$ cat config.mk
export PLATFORM = sky130hd
export DESIGN_NAME = sd_card_fsm
export DESIGN_NICKNAME = d
export VERILOG_FILES = /design/src/rtl/sd_pkg.sv /design/src/rtl/sd_card_status.sv /design/src/rtl/sd_card_fsm.sv
export SDC_FILE = /design/constraint.sdc
export NUM_CORES = 1
export LEC_CHECK = 0
export CORE_UTILIZATION = 50
export CTS_BUF_LIST = sky130_fd_sc_hd__clkbuf_2 sky130_fd_sc_hd__clkbuf_4 sky130_fd_sc_hd__clkbuf_8
export CTS_CLUSTER_SIZE = 24
export DETAILED_ROUTE_END_ITERATION = 10
export PLACE_DENSITY = 0.95
export SLEW_MARGIN = 20
export SYNTH_ARGS = -nofsm -noshare
export SYNTH_HDL_FRONTEND = slang
export SYNTH_SLANG_ARGS = --single-unit
$ cat constraint.sdc
create_clock -name iclk -period 4.2 [get_ports iclk]
set_clock_uncertainty 0.15 [all_clocks]
set_input_delay 1.05 -clock iclk [delete_from_list [all_inputs] [get_ports iclk]]
set_output_delay 1.05 -clock iclk [all_outputs]
set_load 0.01 [all_outputs]
$ cat src/rtl/sd_pkg.sv
// rtl/sd_pkg.sv - SD card responder shared encodings
package sd_pkg;

  typedef enum logic [3:0] {
    ST_IDLE  = 4'd0,
    ST_READY = 4'd1,
    ST_IDENT = 4'd2,
    ST_STBY  = 4'd3,
    ST_TRAN  = 4'd4,
    ST_DATA  = 4'd5,
    ST_RCV   = 4'd6,
    ST_PRG   = 4'd7,
    ST_INA   = 4'd8
  } card_state_t;

  typedef enum logic [1:0] {
    RESP_R1 = 2'd0,
    RESP_R2 = 2'd1,
    RESP_R3 = 2'd2,
    RESP_R6 = 2'd3
  } resp_type_t;

  localparam logic [5:0] CMD0   = 6'd0;
  localparam logic [5:0] CMD2   = 6'd2;
  localparam logic [5:0] CMD3   = 6'd3;
  localparam logic [5:0] CMD7   = 6'd7;
  localparam logic [5:0] CMD15  = 6'd15;
  localparam logic [5:0] CMD17  = 6'd17;
  localparam logic [5:0] CMD24  = 6'd24;
  localparam logic [5:0] CMD55  = 6'd55;
  localparam logic [5:0] ACMD6  = 6'd6;
  localparam logic [5:0] ACMD41 = 6'd41;

  localparam logic [5:0] RESP_IDX_NONE = 6'h3F;

  localparam int STAT_OOR       = 31;
  localparam int STAT_CRC       = 23;
  localparam int STAT_ILL       = 22;
  localparam int STAT_STATE_LSB = 9;
  localparam int STAT_APP       = 5;

endpackage

$ cat src/rtl/sd_card_status.sv
// rtl/sd_card_status.sv - sticky card status register merged with current state and APP_CMD
module sd_card_status
  import sd_pkg::*;
(
  input  logic        i_clk,
  input  logic        i_rst,
  input  logic        i_set_oor,
  input  logic        i_set_crc,
  input  logic        i_set_ill,
  input  logic        i_clear,
  input  card_state_t i_state,
  input  logic        i_app,
  output logic [31:0] o_status
);

  logic r_oor;
  logic r_crc;
  logic r_ill;

  // Errors raised by the command being answered appear in its own R1.
  always_comb begin
    o_status = '0;
    o_status[STAT_OOR] = r_oor | i_set_oor;
    o_status[STAT_CRC] = r_crc | i_set_crc;
    o_status[STAT_ILL] = r_ill | i_set_ill;
    o_status[STAT_STATE_LSB +: 4] = i_state;
    o_status[STAT_APP] = i_app;
  end

  always_ff @(posedge i_clk or posedge i_rst) begin
    if (i_rst) begin
      r_oor <= 1'b0;
      r_crc <= 1'b0;
      r_ill <= 1'b0;
    end else if (i_clear) begin
      r_oor <= 1'b0;
      r_crc <= 1'b0;
      r_ill <= 1'b0;
    end else begin
      r_oor <= r_oor | i_set_oor;
      r_crc <= r_crc | i_set_crc;
      r_ill <= r_ill | i_set_ill;
    end
  end

endmodule

$ cat src/rtl/sd_card_fsm.sv
// rtl/sd_card_fsm.sv - SD card responder command FSM; SD_CARD_OOR_EN enables the block range check
module sd_card_fsm
  import sd_pkg::*;
#(
  parameter logic [15:0] RCA        = 16'h1234,
  parameter logic [1:0]  OCR_VOLT   = 2'b11,
  parameter int          BUSY_POLLS = 2,
  parameter logic [22:0] NUM_BLOCKS = 23'd1024,
  parameter int          PRG_CYCLES = 8
) (
  input  logic        iclk,
  input  logic        irst,
  input  logic        icmd_valid,
  input  logic [5:0]  icmd_index,
  input  logic [31:0] icmd_arg,
  input  logic        icmd_crc_fail,
  input  logic        iresp_done,
  input  logic        idata_done,
  input  logic        idata_crc_fail,
  output logic        ostart_resp,
  output logic [1:0]  oresp_type,
  output logic [5:0]  oresp_index,
  output logic [31:0] oresp_arg,
  output logic        ostart_rd,
  output logic        ostart_wr,
  output logic [22:0] oaddr,
  output logic        owide_bus,
  output logic [3:0]  ostate
);

  localparam logic [3:0] LP_BUSY_POLLS = 4'(BUSY_POLLS);
  localparam logic [7:0] LP_PRG_LAST   = 8'(PRG_CYCLES - 1);

  card_state_t r_state, w_state;
  logic        r_app, w_app;
  logic [3:0]  r_busy_cnt, w_busy_cnt;
  logic        r_rca_valid, w_rca_valid;
  logic        r_pending;
  logic        r_rd_pend, w_rd_pend;
  logic        r_wr_pend, w_wr_pend;
  logic [7:0]  r_prg_cnt, w_prg_cnt;
  logic        w_wide;
  logic [22:0] w_addr;

  logic        w_resp;
  resp_type_t  w_resp_type;
  logic [5:0]  w_resp_index;
  logic        w_ocr_ready;
  logic [31:0] w_resp_arg;
  logic [31:0] w_status;
  logic        w_set_oor, w_set_crc, w_set_ill;

  logic        w_accept;
  logic        w_rca_match;
  logic        w_oor;
  logic        w_addressed_state;
  logic        w_unused;

  assign w_accept    = icmd_valid & ~r_pending & (r_state != ST_INA);
  assign w_rca_match = r_rca_valid & (icmd_arg[31:16] == RCA);
  assign w_addressed_state = (r_state == ST_STBY) || (r_state == ST_TRAN) ||
                             (r_state == ST_DATA) || (r_state == ST_RCV)  ||
                             (r_state == ST_PRG);
  assign w_unused    = ^icmd_arg[8:2];

`ifdef SD_CARD_OOR_EN
  assign w_oor = (icmd_arg[31:9] >= NUM_BLOCKS);
`else
  assign w_oor = 1'b0;
`endif

  always_comb begin
    w_state      = r_state;
    w_app        = r_app;
    w_busy_cnt   = r_busy_cnt;
    w_rca_valid  = r_rca_valid;
    w_rd_pend    = r_rd_pend & ~iresp_done;
    w_wr_pend    = r_wr_pend & ~iresp_done;
    w_prg_cnt    = r_prg_cnt;
    w_wide       = owide_bus;
    w_addr       = oaddr;
    w_resp       = 1'b0;
    w_resp_type  = RESP_R1;
    w_resp_index = icmd_index;
    w_ocr_ready  = 1'b0;
    w_set_oor    = 1'b0;
    w_set_crc    = 1'b0;
    w_set_ill    = 1'b0;

    // Data-side progress; a command decoded below may still override the state.
    case (r_state)
      ST_DATA: if (idata_done) w_state = ST_TRAN;
      ST_RCV: begin
        if (idata_crc_fail) begin
          w_state = ST_TRAN;
        end else if (idata_done) begin
          w_state   = ST_PRG;
          w_prg_cnt = LP_PRG_LAST;
        end
      end
      ST_PRG: begin
        if (r_prg_cnt == 8'd0) w_state = ST_TRAN;
        else                   w_prg_cnt = r_prg_cnt - 8'd1;
      end
      default: ;
    endcase

    if (w_accept && icmd_crc_fail) begin
      w_set_crc = 1'b1;
    end else if (w_accept) begin
      w_app = 1'b0;
      if (icmd_index == CMD0) begin
        w_state     = ST_IDLE;
        w_busy_cnt  = 4'd0;
        w_rca_valid = 1'b0;
        w_wide      = 1'b0;
        w_rd_pend   = 1'b0;
        w_wr_pend   = 1'b0;
      end else if (icmd_index == CMD55) begin
        if (((r_state == ST_STBY) || (r_state == ST_TRAN)) && !w_rca_match) begin
          w_set_ill = 1'b1;
        end else begin
          w_app  = 1'b1;
          w_resp = 1'b1;
        end
      end else if (icmd_index == CMD15 && w_rca_match && w_addressed_state) begin
        w_state   = ST_INA;
        w_rd_pend = 1'b0;
        w_wr_pend = 1'b0;
      end else begin
        case (r_state)
          ST_IDLE: begin
            if (r_app && icmd_index == ACMD41) begin
              if ((icmd_arg[21:20] & OCR_VOLT) == 2'b00) begin
                w_state = ST_INA;
              end else begin
                w_resp       = 1'b1;
                w_resp_type  = RESP_R3;
                w_resp_index = RESP_IDX_NONE;
                if (r_busy_cnt < LP_BUSY_POLLS) begin
                  w_busy_cnt = r_busy_cnt + 4'd1;
                end else begin
                  w_ocr_ready = 1'b1;
                  w_state     = ST_READY;
                end
              end
            end else begin
              w_set_ill = 1'b1;
            end
          end
          ST_READY: begin
            if (icmd_index == CMD2) begin
              w_resp       = 1'b1;
              w_resp_type  = RESP_R2;
              w_resp_index = RESP_IDX_NONE;
              w_state      = ST_IDENT;
            end else begin
              w_set_ill = 1'b1;
            end
          end
          ST_IDENT: begin
            if (icmd_index == CMD3) begin
              w_resp      = 1'b1;
              w_resp_type = RESP_R6;
              w_state     = ST_STBY;
              w_rca_valid = 1'b1;
            end else begin
              w_set_ill = 1'b1;
            end
          end
          ST_STBY: begin
            // A select aimed at another card is silently ignored.
            if (icmd_index == CMD7) begin
              if (w_rca_match) begin
                w_resp  = 1'b1;
                w_state = ST_TRAN;
              end
            end else begin
              w_set_ill = 1'b1;
            end
          end
          ST_TRAN: begin
            if (r_app && icmd_index == ACMD6) begin
              w_wide = (icmd_arg[1:0] == 2'b10);
              w_resp = 1'b1;
            end else if (icmd_index == CMD17 || icmd_index == CMD24) begin
              w_resp = 1'b1;
              w_addr = icmd_arg[31:9];
              if (w_oor) begin
                w_set_oor = 1'b1;
              end else if (icmd_index == CMD17) begin
                w_state   = ST_DATA;
                w_rd_pend = 1'b1;
              end else begin
                w_state   = ST_RCV;
                w_wr_pend = 1'b1;
              end
            end else begin
              w_set_ill = 1'b1;
            end
          end
          default: w_set_ill = 1'b1;
        endcase
      end
    end
  end

  sd_card_status u_status (
    .i_clk     (iclk),
    .i_rst     (irst),
    .i_set_oor (w_set_oor),
    .i_set_crc (w_set_crc),
    .i_set_ill (w_set_ill),
    .i_clear   (w_resp && (w_resp_type == RESP_R1)),
    .i_state   (r_state),
    .i_app     (w_app),
    .o_status  (w_status)
  );

  always_comb begin
    w_resp_arg = 32'd0;
    case (w_resp_type)
      RESP_R1: w_resp_arg = w_status;
      RESP_R3: w_resp_arg = {w_ocr_ready, 9'd0, OCR_VOLT, 20'd0};
      RESP_R6: w_resp_arg = {RCA, w_status[23], w_status[22], w_status[19], w_status[12:0]};
      default: w_resp_arg = 32'd0;
    endcase
  end

  always_ff @(posedge iclk or posedge irst) begin
    if (irst) begin
      r_state     <= ST_IDLE;
      r_app       <= 1'b0;
      r_busy_cnt  <= 4'd0;
      r_rca_valid <= 1'b0;
      r_pending   <= 1'b0;
      r_rd_pend   <= 1'b0;
      r_wr_pend   <= 1'b0;
      r_prg_cnt   <= 8'd0;
      ostart_resp <= 1'b0;
      oresp_type  <= 2'd0;
      oresp_index <= 6'd0;
      oresp_arg   <= 32'd0;
      ostart_rd   <= 1'b0;
      ostart_wr   <= 1'b0;
      oaddr       <= 23'd0;
      owide_bus   <= 1'b0;
    end else begin
      r_state     <= w_state;
      r_app       <= w_app;
      r_busy_cnt  <= w_busy_cnt;
      r_rca_valid <= w_rca_valid;
      r_rd_pend   <= w_rd_pend;
      r_wr_pend   <= w_wr_pend;
      r_prg_cnt   <= w_prg_cnt;
      oaddr       <= w_addr;
      owide_bus   <= w_wide;
      ostart_resp <= w_resp;
      ostart_rd   <= iresp_done & r_rd_pend;
      ostart_wr   <= iresp_done & r_wr_pend;
      if (w_resp)          r_pending <= 1'b1;
      else if (iresp_done) r_pending <= 1'b0;
      if (w_resp) begin
        oresp_type  <= w_resp_type;
        oresp_index <= w_resp_index;
        oresp_arg   <= w_resp_arg;
      end
    end
  end

  assign ostate = r_state;

endmodule

Word level (Yosys, flattened, before mapping)
Index checks and enable logic that the tools add are counted.
{ "totals": {"register_bits": 91, "in_bits": 45, "out_inout_bits": 71} }
{ "op_classes": {"addsub": 2, "order_cmp": 1, "n_eq_ne": 27, "muxes": 127, "bitwise_logic": 16, "n_reduce_logical": 32} }
{ "op_table": {"columns": ["operator", "count"], "rows": [
  ["4-bit 2-to-1 mux", 25],
  ["32-bit one-hot mux with 3 select lines", 1],
  ["1-bit 2-to-1 mux", 74],
  ["6-bit 2-to-1 mux", 8],
  ["8-bit 2-to-1 mux", 3],
  ["4-bit one-hot mux with 5 select lines", 1],
  ["2-bit 2-to-1 mux", 9],
  ["2-bit nonzero test", 9],
  ["16-bit by 13-bit == test with 1-bit output, second input constant", 1],
  ["4-bit by 3-bit == test with 1-bit output, second input constant", 4],
  ["8-bit one-hot mux with 2 select lines", 1],
  ["8-bit AND reduction", 2],
  ["6-bit by 2-bit == test with 1-bit output, second input constant", 2],
  ["6-bit by 3-bit == test with 1-bit output, second input constant", 2],
  ["6-bit by 5-bit == test with 1-bit output, second input constant", 2],
  ["6-bit == test, second input constant", 2],
  ["2-bit != test, second input constant", 6],
  ["4-bit one-hot mux with 3 select lines", 1],
  ["6-bit one-hot mux with 2 select lines", 1],
  ["6-bit AND reduction", 2],
  ["1-bit one-hot mux with 5 select lines", 2],
  ["4-bit by 2-bit == test with 1-bit output, second input constant", 2],
  ["8-bit logical NOT", 1],
  ["8-bit by 1-bit subtractor with 8-bit output, second input constant", 1],
  ["other kinds (17)", 43]
]} }

Longest topological paths before layout
{ "logic_depth": {"ltp_word": 14, "depth_mapped": 11} }

By module
Synthesis repeated with hierarchy kept, for this count alone.
{ "unflattened": {"cells_unflattened": 465, "hier_area_um2": 4744.6} }
{ "by_module_without_submodules": {"columns": ["mod", "n_inst", "cells_each", "area_each_um2", "seq_area_each_um2"], "rows": [
  ["sd_card_fsm", 1, 425, 4395.5, 2202.1],
  ["sd_card_status", 1, 40, 349.1, 75.1]
]} }

Worst setup path before layout
Ideal clock, no wire load.
{ "synth_timing": {"kind": "input to register", "from": "input port icmd_index[2]", "to": "register oresp_arg[10]", "setup_ns": 0.125, "t_arrival_ns": 3.224, "setup_slack_ns": 0.701, "path_stages": 11, "n_path_buf": 4, "path_cell_list": "buf_6 or4b_4 or4_1 buf_2 nand2_2 nor3_1 a21o_1 buf_6 inv_8 buf_12 mux2_4"} }
{ "synth_between": {"word_cells_on_any_way": 40} }
{ "synth_rtl": {"columns": ["element", "line_no", "source"], "rows": [
  ["start, declared", "sd_card_fsm.sv:14", "input logic [5:0] icmd_index,"],
  ["6-bit by 5-bit == test with 1-bit output", "sd_card_fsm.sv:186", "end else if (icmd_index == CMD17 || icmd_index == CMD24) begin"],
  ["1-bit logical OR", "sd_card_fsm.sv:186", null],
  ["1-bit 2-to-1 mux", "sd_card_fsm.sv:186", null],
  ["1-bit 2-to-1 mux", "sd_card_fsm.sv:183", "if (r_app && icmd_index == ACMD6) begin"],
  ["1-bit one-hot mux with 5 select lines", "sd_card_fsm.sv:131", "case (r_state)"],
  ["1-bit 2-to-1 mux", "sd_card_fsm.sv:126", "end else if (icmd_index == CMD15 && w_rca_match && w_addressed_state) begin"],
  ["1-bit 2-to-1 mux", "sd_card_fsm.sv:119", "end else if (icmd_index == CMD55) begin"],
  ["1-bit 2-to-1 mux *", "sd_card_fsm.sv:112", "if (icmd_index == CMD0) begin"],
  ["1-bit 2-to-1 mux *", "sd_card_fsm.sv:110", "end else if (w_accept) begin"],
  ["1-bit 2-to-1 mux *", "sd_card_fsm.sv:108", "if (w_accept && icmd_crc_fail) begin"],
  ["named net w_resp", "sd_card_fsm.sv:45", "logic w_resp;"],
  ["end signal, assigned", "sd_card_fsm.sv:266", "oresp_arg <= w_resp_arg;"],
  ["end, declared", "sd_card_fsm.sv:23", "output logic [31:0] oresp_arg,"]
]} }
The timed path passes the listed nets; every way through them passes the cells marked *.
A chain may end at the register's enable or synchronous reset.

Worst setup path in the final report
{ "layout_timing": {"from": "input port icmd_index[1]", "to": "register oresp_arg[12]"} }
{ "layout_between": {"elab_chain_len": 11, "word_cells_on_any_way": 40} }
{ "layout_lines": {"columns": ["element", "line_no", "source"], "rows": [
  ["6-bit == test", "sd_card_fsm.sv:133", "if (r_app && icmd_index == ACMD41) begin"],
  ["1-bit logical AND", "sd_card_fsm.sv:133", null],
  ["2-bit 2-to-1 mux", "sd_card_fsm.sv:133", null],
  ["2-bit one-hot mux with 3 select lines", "sd_card_fsm.sv:131", null],
  ["2-bit 2-to-1 mux", "sd_card_fsm.sv:126", null],
  ["2-bit 2-to-1 mux", "sd_card_fsm.sv:119", null],
  ["2-bit 2-to-1 mux", "sd_card_fsm.sv:112", null],
  ["2-bit 2-to-1 mux", "sd_card_fsm.sv:110", null],
  ["2-bit 2-to-1 mux", "sd_card_fsm.sv:108", null],
  ["2-bit == test or 2-bit logical NOT (tied branches)", "sd_card_fsm.sv:222", "case (w_resp_type)"],
  ["32-bit one-hot mux with 3 select lines", "sd_card_fsm.sv:222", null]
]} }
Parallel ways exist; a longest one is shown, timed or not.

==> run summary <==
The flow ran to the end, and the final reports show no timing, DRC or antenna violations. The time the final worst path needs with I/O delays and setup came out at 3.60 ns. The pre-antenna-repair detailed-routing pass consisted of 6 iterations. Clock tree synthesis inserted a total of 9 buffers. The clock tree root buffer cell is sky130_fd_sc_hd__clkbuf_8. The number of placed instances, taps included, is 559. For this design the ratio of total power to cell area is 321 nW/um^2. Of the post-synthesis cell area, the dominant cell type holds 0.461.

Once layout is complete, the utilization of the core stands at 0.681. The clock slew seen by the registers of the worst setup and hold paths is 0.08 ns. The final sum of negative setup slack is 0 ns. The post-cts gate resize count came out at 0. The full die area is 7950 um^2. The register bit total from synthesis is 70. The area added between synthesis and finish is 30.8%.

The worst setup path is captured at a flop. The first-pass GRT wire length came out at 15.2 mm. sky130_fd_sc_hd__dfrtp_1 is the most common cell in the netlist. Sorting the synthesized cells by how often they occur yields 70 x sky130_fd_sc_hd__dfrtp_1, 30 x sky130_fd_sc_hd__mux2_2, 29 x sky130_fd_sc_hd__nor2_1.

The clock network latency to the later pin of the worst-skew pair came out at 0.35 ns. The placed wire-length estimate came out at 7.27 mm. The remaining max-slew budget at the tightest pin is 0.500. The remaining global-route overflow came out at 0.

Input and output buffers added on the ports amount to 91. Of all nets on the critical path, the largest fanout is 15. The H-tree was split into 3 levels. The cts-stage hold buffer count is 0. The endpoint required time on the critical path is 4.29 ns. The max-cap violation count is 0. For this run, the leading register cell type out of synthesis is sky130_fd_sc_hd__dfrtp_1. The worst-case IR drop observed on VDD is 0.191 mV. The clock sink total came out at 70.

The proportion of register bits with asynchronous set or reset after synthesis is 1.00. The area of the core region came out at 7290 um^2. Using the TritonRoute via totals, the vias-per-cell ratio works out to 5.74. The detailed router placed 3294 vias in this run. The final weighted congestion in routability-driven placement is 0.933. The most area-hungry cell type in the Yosys netlist is sky130_fd_sc_hd__dfrtp_1. The net count of the finished layout is 518. Yosys attributes the largest share of cell area to sky130_fd_sc_hd__dfrtp_1 46%, sky130_fd_sc_hd__mux2_2 8.9%, sky130_fd_sc_hd__buf_4 4.0%. The worst-case clock buffer depth is 2. The site row count is 31. The final count of pins violating max slew came out at 0.

Summed over all cells, the static leakage comes to 0.00224 uW. The final critical-path share of the clock period came out at 0.858. The critical path class is in -> reg. The number of global-route vias before repair is 3123. For this configuration, the core starts out at a cell density of 0.521.

The hold violation count in the final report is 0. The total inserted antenna cells came out at 0. The setup violation total in the final timing report is 0. The final routed DRC violation total came out at 0. Setup repair after global routing left no endpoint under its margin. The number of DRC violations after detailed-routing iteration 0 came out at 279. The total routing resource utilization after global routing is 0.254. Entering global routing, the biggest net connects 29 pins. The type of the tightest min-delay check is reg -> reg. The startpoint kind of the worst setup timing path is a primary input.

The synthesized area per cell is 10.2 um^2. The die outline width came out at 89.2 um. The number of enable-type register cells in the synthesized netlist is 0. The count of nets left with antenna violations after detail routing is 0. The count of mapped cells out of synthesis came out at 373. For the worst setup path, the data arrival time is 3.69 ns. The number of distinct library cells after synthesis is 62. The final routed wirelength across all metal layers is 9.80 mm. The count of non-filler cells in the finished layout is 574. The fraction of layout cells with a size suffix above 1 came out at 0.162.

Static timing analysis puts the maximum clock frequency at 0.278 GHz. The post-CTS setup buffer count came out at 0. The routed length per placed instance is 17.1 um. In this run the count of I/O pins placed on the die edge is 116. The count of yosys warnings during synthesis is 0. The share of the Yosys chip area taken by registers is 0.461. For the pin with the worst max-slew slack, the measured transition is 0.750 ns. The initial antenna violation count was 0. The netlist area before placement is 3800 um^2. TritonCTS built the clock tree.

The die height came out at 89.2 um.
## sequential cells by signal, indices dropped and copies added, names as in the netlist, 2 cells and up
| register | count |
|---|---|
| r_busy_cnt | 4 |
| oaddr | 23 |
| ostate | 4 |
| oresp_type | 2 |
| r_prg_cnt | 8 |
| oresp_arg | 12 |
| oresp_index | 6 |
## layer usage
metal,vias to the layer above,share of wire,GRT usage
li1,1496,-,-
met1,1601,0.41,0.336
met2,181,0.49,0.418
met3,16,0.078,0.0619
met4,0,0.016,0.0707
met5,-,0,0
## placed cells by master (no fill, tap or decap), types with 6 or more instances in the layout
master and count:
sky130_fd_sc_hd__nand2b_1 11, sky130_fd_sc_hd__dfrtp_1 70, sky130_fd_sc_hd__a21oi_1 16, sky130_fd_sc_hd__o21ai_0 15, sky130_fd_sc_hd__nand3_1 7, sky130_fd_sc_hd__a21o_1 8
sky130_fd_sc_hd__nand2_1 20, sky130_fd_sc_hd__conb_1 17, sky130_fd_sc_hd__buf_4 16, sky130_fd_sc_hd__clkbuf_8 10, sky130_fd_sc_hd__mux2_2 30, sky130_fd_sc_hd__inv_1 14
sky130_fd_sc_hd__nor3_1 17, sky130_fd_sc_hd__nor2_1 29, sky130_fd_sc_hd__and3_1 6, sky130_fd_sc_hd__clkdlybuf4s50_1 91
## kinds of logic after synthesis
logic type,synth area share
other,0.000988
and+or+nand+nor,0.213
buffers and inverters,0.0827
xor gates and xnor gates,0.0138
adders and majority gates,0.00659
AOI/OAI and AO/OA,0.111
DFF,0.461
muxes,0.111
## critical path, cell delays in order
cell and delay, ns:
sky130_fd_sc_hd__clkdlybuf4s50_1 0.45, sky130_fd_sc_hd__or4b_4 0.55, sky130_fd_sc_hd__or4_1 0.70, sky130_fd_sc_hd__nand2_2 0.13
sky130_fd_sc_hd__nor3_1 0.06, sky130_fd_sc_hd__a21o_1 0.24, sky130_fd_sc_hd__inv_8 0.15, sky130_fd_sc_hd__mux2_2 0.34
## report_power, final
part,total [uW],switching [uW],internal (uW)
clock,551,263,288
sequential,755,51.1,703
combinational,290,141,150
## area by class of cell
cell class / instances / area (um^2)
timing repair buffer: 107 / 1030
multi-input combinational: 267 / 1800
tap: 99 / 124
inverter: 16 / 67.6
sequential: 70 / 1750
clock buffer: 10 / 138
fill: 586 / 2320
clock inverter: 5 / 58.8
## path summary, 6_finish.rpt
path / from / endpoint / slack, ns / cells after the start
worst max-delay path: icmd_index[1] / oresp_arg[12] / 0.60 / 8
worst min-delay path: oresp_arg[5] / oresp_arg[5] / 0.35 / 1
worst max register to register: ostate[0] / oresp_arg[12] / 1.11 / 7
worst min register to register: oresp_arg[5] / oresp_arg[5] / 0.35 / 1
max in group asynchronous: irst / r_prg_cnt[2] / 2.27 / 3
min in group asynchronous: irst / ostart_wr / 0.88 / 2
## metrics by stage
stage	power (uW)	hold WS (ns)	setup WS (ns)	instance area, um^2
after floorplan	926	0.306	0.701	3860
after global placement	1040	0.308	0.289	4770
after detailed placement	1050	0.337	0.261	4770
after CTS	1600	0.353	0.605	4970
after global routing	1660	0.370	0.561	4970
final	1600	0.351	0.598	4970
Power figures use the tool's default switching activity.
